[src/rtl/led_pio_sched.sv]
// Heartbeat generator and round-robin sharer of the 2-bit LED PIO between two clients.
// Latency: request or tick seen at edge N drives a single-cycle PIO write (and ack) in cycle N+1.
// Backpressure: clients hold req until ack; req is ignored in WRITE; heartbeat ticks lost to clients or HOLD are dropped.
module led_pio_sched #(
  parameter int unsigned TICK_DIV   = 25000000,
  parameter int unsigned HOLD_TICKS = 4
) (
  input  logic       i_clk,
  input  logic       i_reset,
  input  logic       i_enable,
  input  logic [1:0] i_req,
  input  logic [1:0] i_req0_data,
  input  logic [1:0] i_req1_data,
  output logic [1:0] o_ack,
  output logic [1:0] o_pio_address,
  output logic       o_pio_chipselect,
  output logic       o_pio_write_n,
  output logic [1:0] o_pio_writedata,
  output logic       o_busy,
  output logic [1:0] o_led_shadow
);

  localparam int unsigned CW = $clog2(TICK_DIV);
  localparam int unsigned HW = (HOLD_TICKS < 1) ? 1 : $clog2(HOLD_TICKS + 1);
  localparam logic [CW-1:0] TICK_LAST = CW'(TICK_DIV - 1);
  localparam logic [HW-1:0] HOLD_LOAD = HW'(HOLD_TICKS);

  typedef enum logic [1:0] {
    S_IDLE  = 2'd0,
    S_WRITE = 2'd1,
    S_HOLD  = 2'd2
  } state_t;

  state_t          r_state;
  state_t          w_state_nxt;
  logic [CW-1:0]   r_tick_cnt;
  logic            w_tick;
  logic [HW-1:0]   r_hold_cnt;
  logic [HW-1:0]   w_hold_nxt;
  logic            r_rr;
  logic            r_hb_phase;
  logic            r_client;
  logic            w_grant;
  logic            w_grant_idx;
  logic            w_hb_go;
  logic            w_wr_go;
  logic [1:0]      w_wr_dat;

  assign w_tick  = (r_tick_cnt == TICK_LAST);
  assign w_wr_go = w_grant | w_hb_go;

  // Free-running prescaler; only reset ever clears it.
  always_ff @(posedge i_clk or posedge i_reset) begin
    if (i_reset) begin
      r_tick_cnt <= '0;
    end else if (w_tick) begin
      r_tick_cnt <= '0;
    end else begin
      r_tick_cnt <= r_tick_cnt + CW'(1);
    end
  end

  // Next-state, arbitration and hold countdown; client requests beat a same-cycle tick.
  always_comb begin
    w_state_nxt = r_state;
    w_hold_nxt  = r_hold_cnt;
    w_grant     = 1'b0;
    w_hb_go     = 1'b0;
    // Lone req[1] picks 1, lone req[0] picks 0, both pick the round-robin pointer.
    w_grant_idx = i_req[1] & (~i_req[0] | r_rr);
    case (r_state)
      S_IDLE: begin
        if (|i_req) begin
          w_grant     = 1'b1;
          w_state_nxt = S_WRITE;
        end else if (w_tick && i_enable) begin
          w_hb_go     = 1'b1;
          w_state_nxt = S_WRITE;
        end
      end
      S_WRITE: begin
        if (r_client && (HOLD_TICKS != 0)) begin
          w_state_nxt = S_HOLD;
          w_hold_nxt  = HOLD_LOAD;
        end else begin
          w_state_nxt = S_IDLE;
        end
      end
      S_HOLD: begin
        if (|i_req) begin
          w_grant     = 1'b1;
          w_state_nxt = S_WRITE;
        end else if (w_tick) begin
          w_hold_nxt = r_hold_cnt - HW'(1);
          if (r_hold_cnt == HW'(1)) begin
            w_state_nxt = S_IDLE;
          end
        end
      end
      default: begin
        w_state_nxt = S_IDLE;
      end
    endcase
    if (w_grant) begin
      w_wr_dat = w_grant_idx ? i_req1_data : i_req0_data;
    end else begin
      w_wr_dat = r_hb_phase ? 2'b10 : 2'b01;
    end
  end

  // State and hold counter registers.
  always_ff @(posedge i_clk or posedge i_reset) begin
    if (i_reset) begin
      r_state    <= S_IDLE;
      r_hold_cnt <= '0;
    end else begin
      r_state    <= w_state_nxt;
      r_hold_cnt <= w_hold_nxt;
    end
  end

  // Registered PIO strobe/data/ack for the WRITE cycle, plus shadow, phase and pointer updates.
  always_ff @(posedge i_clk or posedge i_reset) begin
    if (i_reset) begin
      o_pio_address    <= 2'b00;
      o_pio_chipselect <= 1'b0;
      o_pio_write_n    <= 1'b1;
      o_pio_writedata  <= 2'b00;
      o_ack            <= 2'b00;
      o_busy           <= 1'b0;
      o_led_shadow     <= 2'b00;
      r_rr             <= 1'b0;
      r_hb_phase       <= 1'b0;
      r_client         <= 1'b0;
    end else begin
      o_pio_address    <= 2'b00;
      o_pio_chipselect <= w_wr_go;
      o_pio_write_n    <= ~w_wr_go;
      o_busy           <= (w_state_nxt != S_IDLE);
      if (w_grant) begin
        o_ack <= w_grant_idx ? 2'b10 : 2'b01;
      end else begin
        o_ack <= 2'b00;
      end
      if (w_wr_go) begin
        o_pio_writedata <= w_wr_dat;
        r_client        <= w_grant;
      end
      if (w_grant) begin
        r_rr <= ~w_grant_idx;
      end
      // The write completes at the end of the WRITE cycle.
      if (r_state == S_WRITE) begin
        o_led_shadow <= o_pio_writedata;
        if (!r_client) begin
          r_hb_phase <= ~r_hb_phase;
        end
      end
    end
  end

endmodule
[config.mk]
export PLATFORM = sky130hd
export DESIGN_NAME = led_pio_sched
export DESIGN_NICKNAME = d
export VERILOG_FILES = /design/src/rtl/led_pio_sched.sv
export SDC_FILE = /design/constraint.sdc
export NUM_CORES = 1
export LEC_CHECK = 0
export ABC_AREA = 1
export CAP_MARGIN = 30
export CELL_PAD_IN_SITES_DETAIL_PLACEMENT = 1
export CELL_PAD_IN_SITES_GLOBAL_PLACEMENT = 1
export CORE_AREA = 2 2 83 85
export CTS_CLUSTER_SIZE = 20
export DETAILED_ROUTE_END_ITERATION = 8
export DIE_AREA = 0 0 85 87
export PLACE_DENSITY = 0.8
export SETUP_SLACK_MARGIN = 0.4
export SLEW_MARGIN = 20
export SYNTH_ARGS = -nofsm -noshare
export SYNTH_HDL_FRONTEND = slang
export SYNTH_SLANG_ARGS = --single-unit
[constraint.sdc]
create_clock -name i_clk -period 1.3 [get_ports i_clk]
set_input_delay 0.13 -clock i_clk [delete_from_list [all_inputs] [get_ports i_clk]]
set_output_delay 0.13 -clock i_clk [all_outputs]
set_load 0.1 [all_outputs]
After elaboration in Yosys (flattened, before gate mapping)
Index checks and enable logic that the tools add are counted.
W data, S select, Z words.
{ "totals": {"register_bits": 42, "in_bits": 9, "out_inout_bits": 11, "elab_cells": 59} }
{ "op_classes": {"add_sub_neg": 2, "eq_ne": 7, "muxes": 22, "n_bitwise": 8, "reduce_logical": 8} }
{ "op_table": {"columns": ["cell", "count"], "rows": [
  ["$add A25 B1 Y25 const B", 1],
  ["$eq A25 B25 Y1 const B", 1],
  ["$mux W25", 1],
  ["$mux W2", 11],
  ["$mux W3", 3],
  ["$ne A2 B2 Y1 const B", 3],
  ["$pmux W2 S3", 1],
  ["$pmux W3 S2", 1],
  ["$mux W1", 5],
  ["$not A1 Y1", 5],
  ["$reduce_and A4 Y1", 1],
  ["$reduce_bool A2 Y1", 2],
  ["$reduce_or A2 Y1", 2],
  ["$eq A3 B1 Y1 const B", 1],
  ["$sub A3 B1 Y3 const B", 1],
  ["$eq A2 B1 Y1 const B", 1],
  ["$eq A2 B2 Y1 const B", 1],
  ["$logic_not A2 Y1", 1],
  ["$or A1 B1 Y1", 2],
  ["$reduce_and A2 Y1", 1],
  ["$and A1 B1 Y1", 1],
  ["$logic_and A1 B1 Y1", 1]
]} }

Logic depth before layout (Yosys ltp)
{ "depth": {"word_depth": 7, "ltp_mapped": 10, "depth_no_buf": 10} }

Least setup slack after synthesis
Ideal clock, no wire load.
{ "synth_path": {"kind": "register to register", "start": "register r_tick_cnt[0]", "end": "register r_tick_cnt[10]", "setup_ps": 120, "t_arrival_ps": 1330, "required_ps": 1180, "slack_ps": -151, "path_stages_with_launch": 10, "path_buffers": 1, "synth_period_minus_slack_ps": 1451, "cell_sequence": "dfrtp_1 -> ha_1 -> nand2_2 -> nor2_4 -> nand2_1 -> nor2_2 -> nand2_2 -> buf_6 -> o211ai_1 -> inv_1"} }
{ "synth_via": {"elab_chain_len": 2, "elab_cells_between_ends": 3, "cone_classes": "add/sub: 1; eq/ne: 1; mux: 1"} }
{ "synth_lines": {"columns": ["item", "line", "rtl"], "rows": [
  ["from (decl)", "36", "logic [CW-1:0] r_tick_cnt;"],
  ["from (signal assigned)", "59", "r_tick_cnt <= r_tick_cnt + CW'(1);"],
  ["$add A25 B1 Y25 / $eq A25 B25 Y1 (equally long branches)", "59, 49", null],
  ["$mux W25 (*)", "56", "end else if (w_tick) begin"]
]} }
Every way passes the cells marked *; elsewhere a longest branch is shown, timed or not.
A chain may end at the register's enable or synchronous reset.

Worst setup path after layout
{ "layout_path": {"start": "register r_tick_cnt[0]", "end": "register r_tick_cnt[16]"} }
Same word-level chain as after synthesis.

==> results.md <==
- Ratio of cells with drive above 1 in the final layout: 49.1%
- R2R setup slack: -0.27 ns
- Synth warnings: 0
- Final GP Congestion: 0.878
- Post-synthesis async set-or-reset flop share: 100%
- Critical Path End Type: flip-flop
- Die area: 0.00740 mm²
- Clock network fraction of design power: 23.5%
- Global-route usage over all layers: 25.3%
- Failing checks: negative setup slack
- Wirelength per Cell: 18.3 µm
- Via count: 2,654
- Worst r2r path cells: 9
- Post-synth top area share: 43.2%
- Skew-Pair Late Insertion Delay: 0.31 ns
- Post-route ant nets: 0
- Synth top area cells: dfrtp_1 43%, nand2_1 16%, nor2_1 9.5%
- Sequential share of power: 41.8%
- Synthesized area: 0.00237 mm²
- First drt pass iteration count: 4
- Core area: 0.00657 mm²
- Root buf cell: clkbuf_8
- Sw power: 1400 µW
- PwrDens: 909 mW/mm²
- Row cnt: 30
- RSZ-0062 raised after global routing: true
- Initial antenna violation count: 0
- DRC viols: 0
- Crit path DAT: 1.77 ns
- P_leak: 0.00195 µW
- CP Buf/Inv Count: 1
- Input/output buffers: 17
- Max Fclk: 0.636 GHz
- Hold Vio Cnt, Final: 0
- I/O pin total: 20
- R2R Path Start: r_tick_cnt[0]$_DFF_PP0_
- Top-count cell post-synth: nand2_1
- Synth cell types: 30
- Final setup fails: 35
- Synth Instances: 334
- Comb pwr share: 34.8%
- Max FO, Critical Path: 10
- ANT cells: 0
- CP Class: reg -> reg
- Max-slew violation count: 0
- H-tree levels: 2
- Final layout net count: 461
- Die Y: 87 µm
- GRT overflow: 0
- Largest net degree at the start of global routing: 21
- CP max stage delay: 0.41 ns
- Reg2reg end: r_tick_cnt[16]$_DFF_PP0_
- Place WS: -0.218 ns
- Synthesized flop and latch total: 42
- Clock skew: 0.00447 ns
- Post-synth top cells: 99 x nand2_1, 60 x nor2_1, 48 x inv_1, 41 x dfrtp_1, 23 x nand3_1
- Post-synth EDFFs: 0
- Synth area leader: dfrtp_1
- Post-layout min period: 1.57 ns
- First-pass GRT wire length: 14,300 µm
- Initial Util: 36.2%
- Dominant synthesized flop cell: dfrtp_1
- Sw Share: 38.0%
- TritonCTS clock tree: built
- Clock transition at path regs: 0.08 ns
- Chip width: 85 µm
- CP delay by family, top: simple AND/OR/NAND/NOR gates
- Worst EP required: 1.49 ns
- Internal: 2280 µW
- Period Utilization, post-route: 121%
- Sequential fraction of the synthesis area: 44.3%
- Slowest CP cell: dfrtp_1
- CP Cell Sequence: ha_4 -> nand2_4 -> nor2_4 -> nand2_2 -> nor2_4 -> nand2_4 -> buf_12 -> nand2_1 -> a21oi_1
- Syn avg cell area: 7.11 µm²
- Vias in the first global route: 2,979
- CTS Buf Count: 5
- Clock Sinks: 42
- Maximum vdd drop: 0.00113 V
- Area Overhead vs Synth: 70.5%
- Startpoint Class: flip-flop
- Hold WC Path Type: in -> async
- Max-cap viol count: 0
- Max Root-Sink Buffers: 2
- Final setup margin: -0.271 ns
- Status: complete, but fails checks
- Fin util: 61.7%
- First-iteration detailed-routing DRC count: 102
- Routed WL: 9690 µm
- Vias/cell: 5.01
- DP Wirelength: 6220 µm
## how the worst max path moves through the flow
stage	startpoint	end	slack [ns]	depth (start not counted)
global placement	r_tick_cnt[11]$_DFF_PP0_	r_tick_cnt[17]$_DFF_PP0_	-0.13	8
global route	r_tick_cnt[0]$_DFF_PP0_	o_pio_writedata[0]$_DFFE_PP0N_	-0.33	10
detailed placement	r_tick_cnt[1]$_DFF_PP0_	r_tick_cnt[12]$_DFF_PP0_	-0.22	9
floorplan	r_tick_cnt[0]$_DFF_PP0_	r_tick_cnt[3]$_DFF_PP0_	-0.12	9
CTS	r_tick_cnt[1]$_DFF_PP0_	r_tick_cnt[12]$_DFF_PP0_	-0.21	9
finish	r_tick_cnt[0]$_DFF_PP0_	r_tick_cnt[16]$_DFF_PP0_	-0.27	9
## cell usage in the layout (no fill, tap or decap), types with 9 or more instances in the layout
| cell | count |
|---|---|
| buf_12 | 12 |
| buf_4 | 72 |
| buf_6 | 19 |
| dfrtp_1 | 30 |
| dfrtp_2 | 11 |
| inv_1 | 35 |
| inv_2 | 9 |
| nand2_1 | 67 |
| nand2_2 | 28 |
| nand2_4 | 9 |
| nand3_1 | 18 |
| nor2_1 | 35 |
| nor2_4 | 21 |
## cell type report
type,count,area [µm²]
clock buffer,6,72.6
clock inverter,2,10.0
multi-input combinational,240,1520
fill,781,2520
timing repair buffer,111,1070
tap,80,100
inverter,49,200
sequential,42,1070
## sequential cells by signal, summed over array words and instances (netlist names)
| name | cells |
|---|---|
| o_busy | 1 |
| r_hb_phase | 1 |
| r_tick_cnt | 25 |
| o_led_shadow | 2 |
| r_state | 2 |
| o_pio_chipselect | 1 |
| r_rr | 1 |
| o_pio_writedata | 2 |
| o_pio_write_n | 1 |
| r_hold_cnt | 3 |
| r_client | 1 |
| o_ack | 2 |
## worst register-to-register path, delay by kind of cell, from the launching register on
family,cells,cell delay [ns]
flops,1,0.41
fa+ha+maj,1,0.17
simple gates,6,0.67
buf+inv,1,0.14
compound gates,1,0.06
## kinds of logic after synthesis
group                    count (synthesis)  synth area share [%]
AND/OR/NAND/NOR                        212                  38.4
XOR/XNOR                                 8                  2.95
adder cells (fa/ha/maj)                  3                  1.58
other                                    1                 0.158
AO/OA/AOI/OAI                           15                  3.53
buffers and inverters                   53                  9.06
flip-flops                              42                  44.3
## stage by stage
| stage | hold slack, ns | std cells | power [µW] | TNS [ns] | cell area (µm²) |
|---|---|---|---|---|---|
| 2_1_floorplan | 0.121 | 335 | 2200 | -1.33 | 2440 |
| 3_3_place_gp | 0.385 | 500 | 2620 | -2.56 | 3330 |
| 3_5_place_dp | 0.390 | 500 | 2660 | -4.95 | 3330 |
| 4_1_cts | 0.0533 | 522 | 3640 | -4.72 | 3810 |
| 5_1_grt | 0.0772 | 530 | 3830 | -9.22 | 4050 |
| 6_report | 0.0512 | 530 | 3680 | -7.21 | 4050 |
## timing repair
action	in CTS	in global routing
hold buffers	0	0
endpoints found under the setup margin	51	51
pin swaps	33	24
buffers inserted	14	8
resized for setup	86	50
## power by group through the flow
| stage | clock network, µW | registers, µW | logic [µW] |
|---|---|---|---|
| after detailed placement | 0 | 1560 | 1100 |
| after CTS | 869 | 1540 | 1240 |
| after floorplan | 0 | 1950 | 249 |
| after global routing | 933 | 1550 | 1350 |
| final | 863 | 1540 | 1280 |
| after global placement | 0 | 1550 | 1070 |
## routing by layer
| metal | track usage [%] | routed length, µm | vias up | share of wire (%) |
|---|---|---|---|---|
| li1 | - | - | 1251 | - |
| met1 | 25.7 | 3560 | 1318 | 37 |
| met2 | 49.6 | 5460 | 57 | 56 |
| met3 | 4.36 | 257 | 28 | 2.7 |
| met4 | 12.3 | 418 | 0 | 4.3 |
| met5 | 0 | 0 | - | 0 |
(Power assumes the default switching activity.)
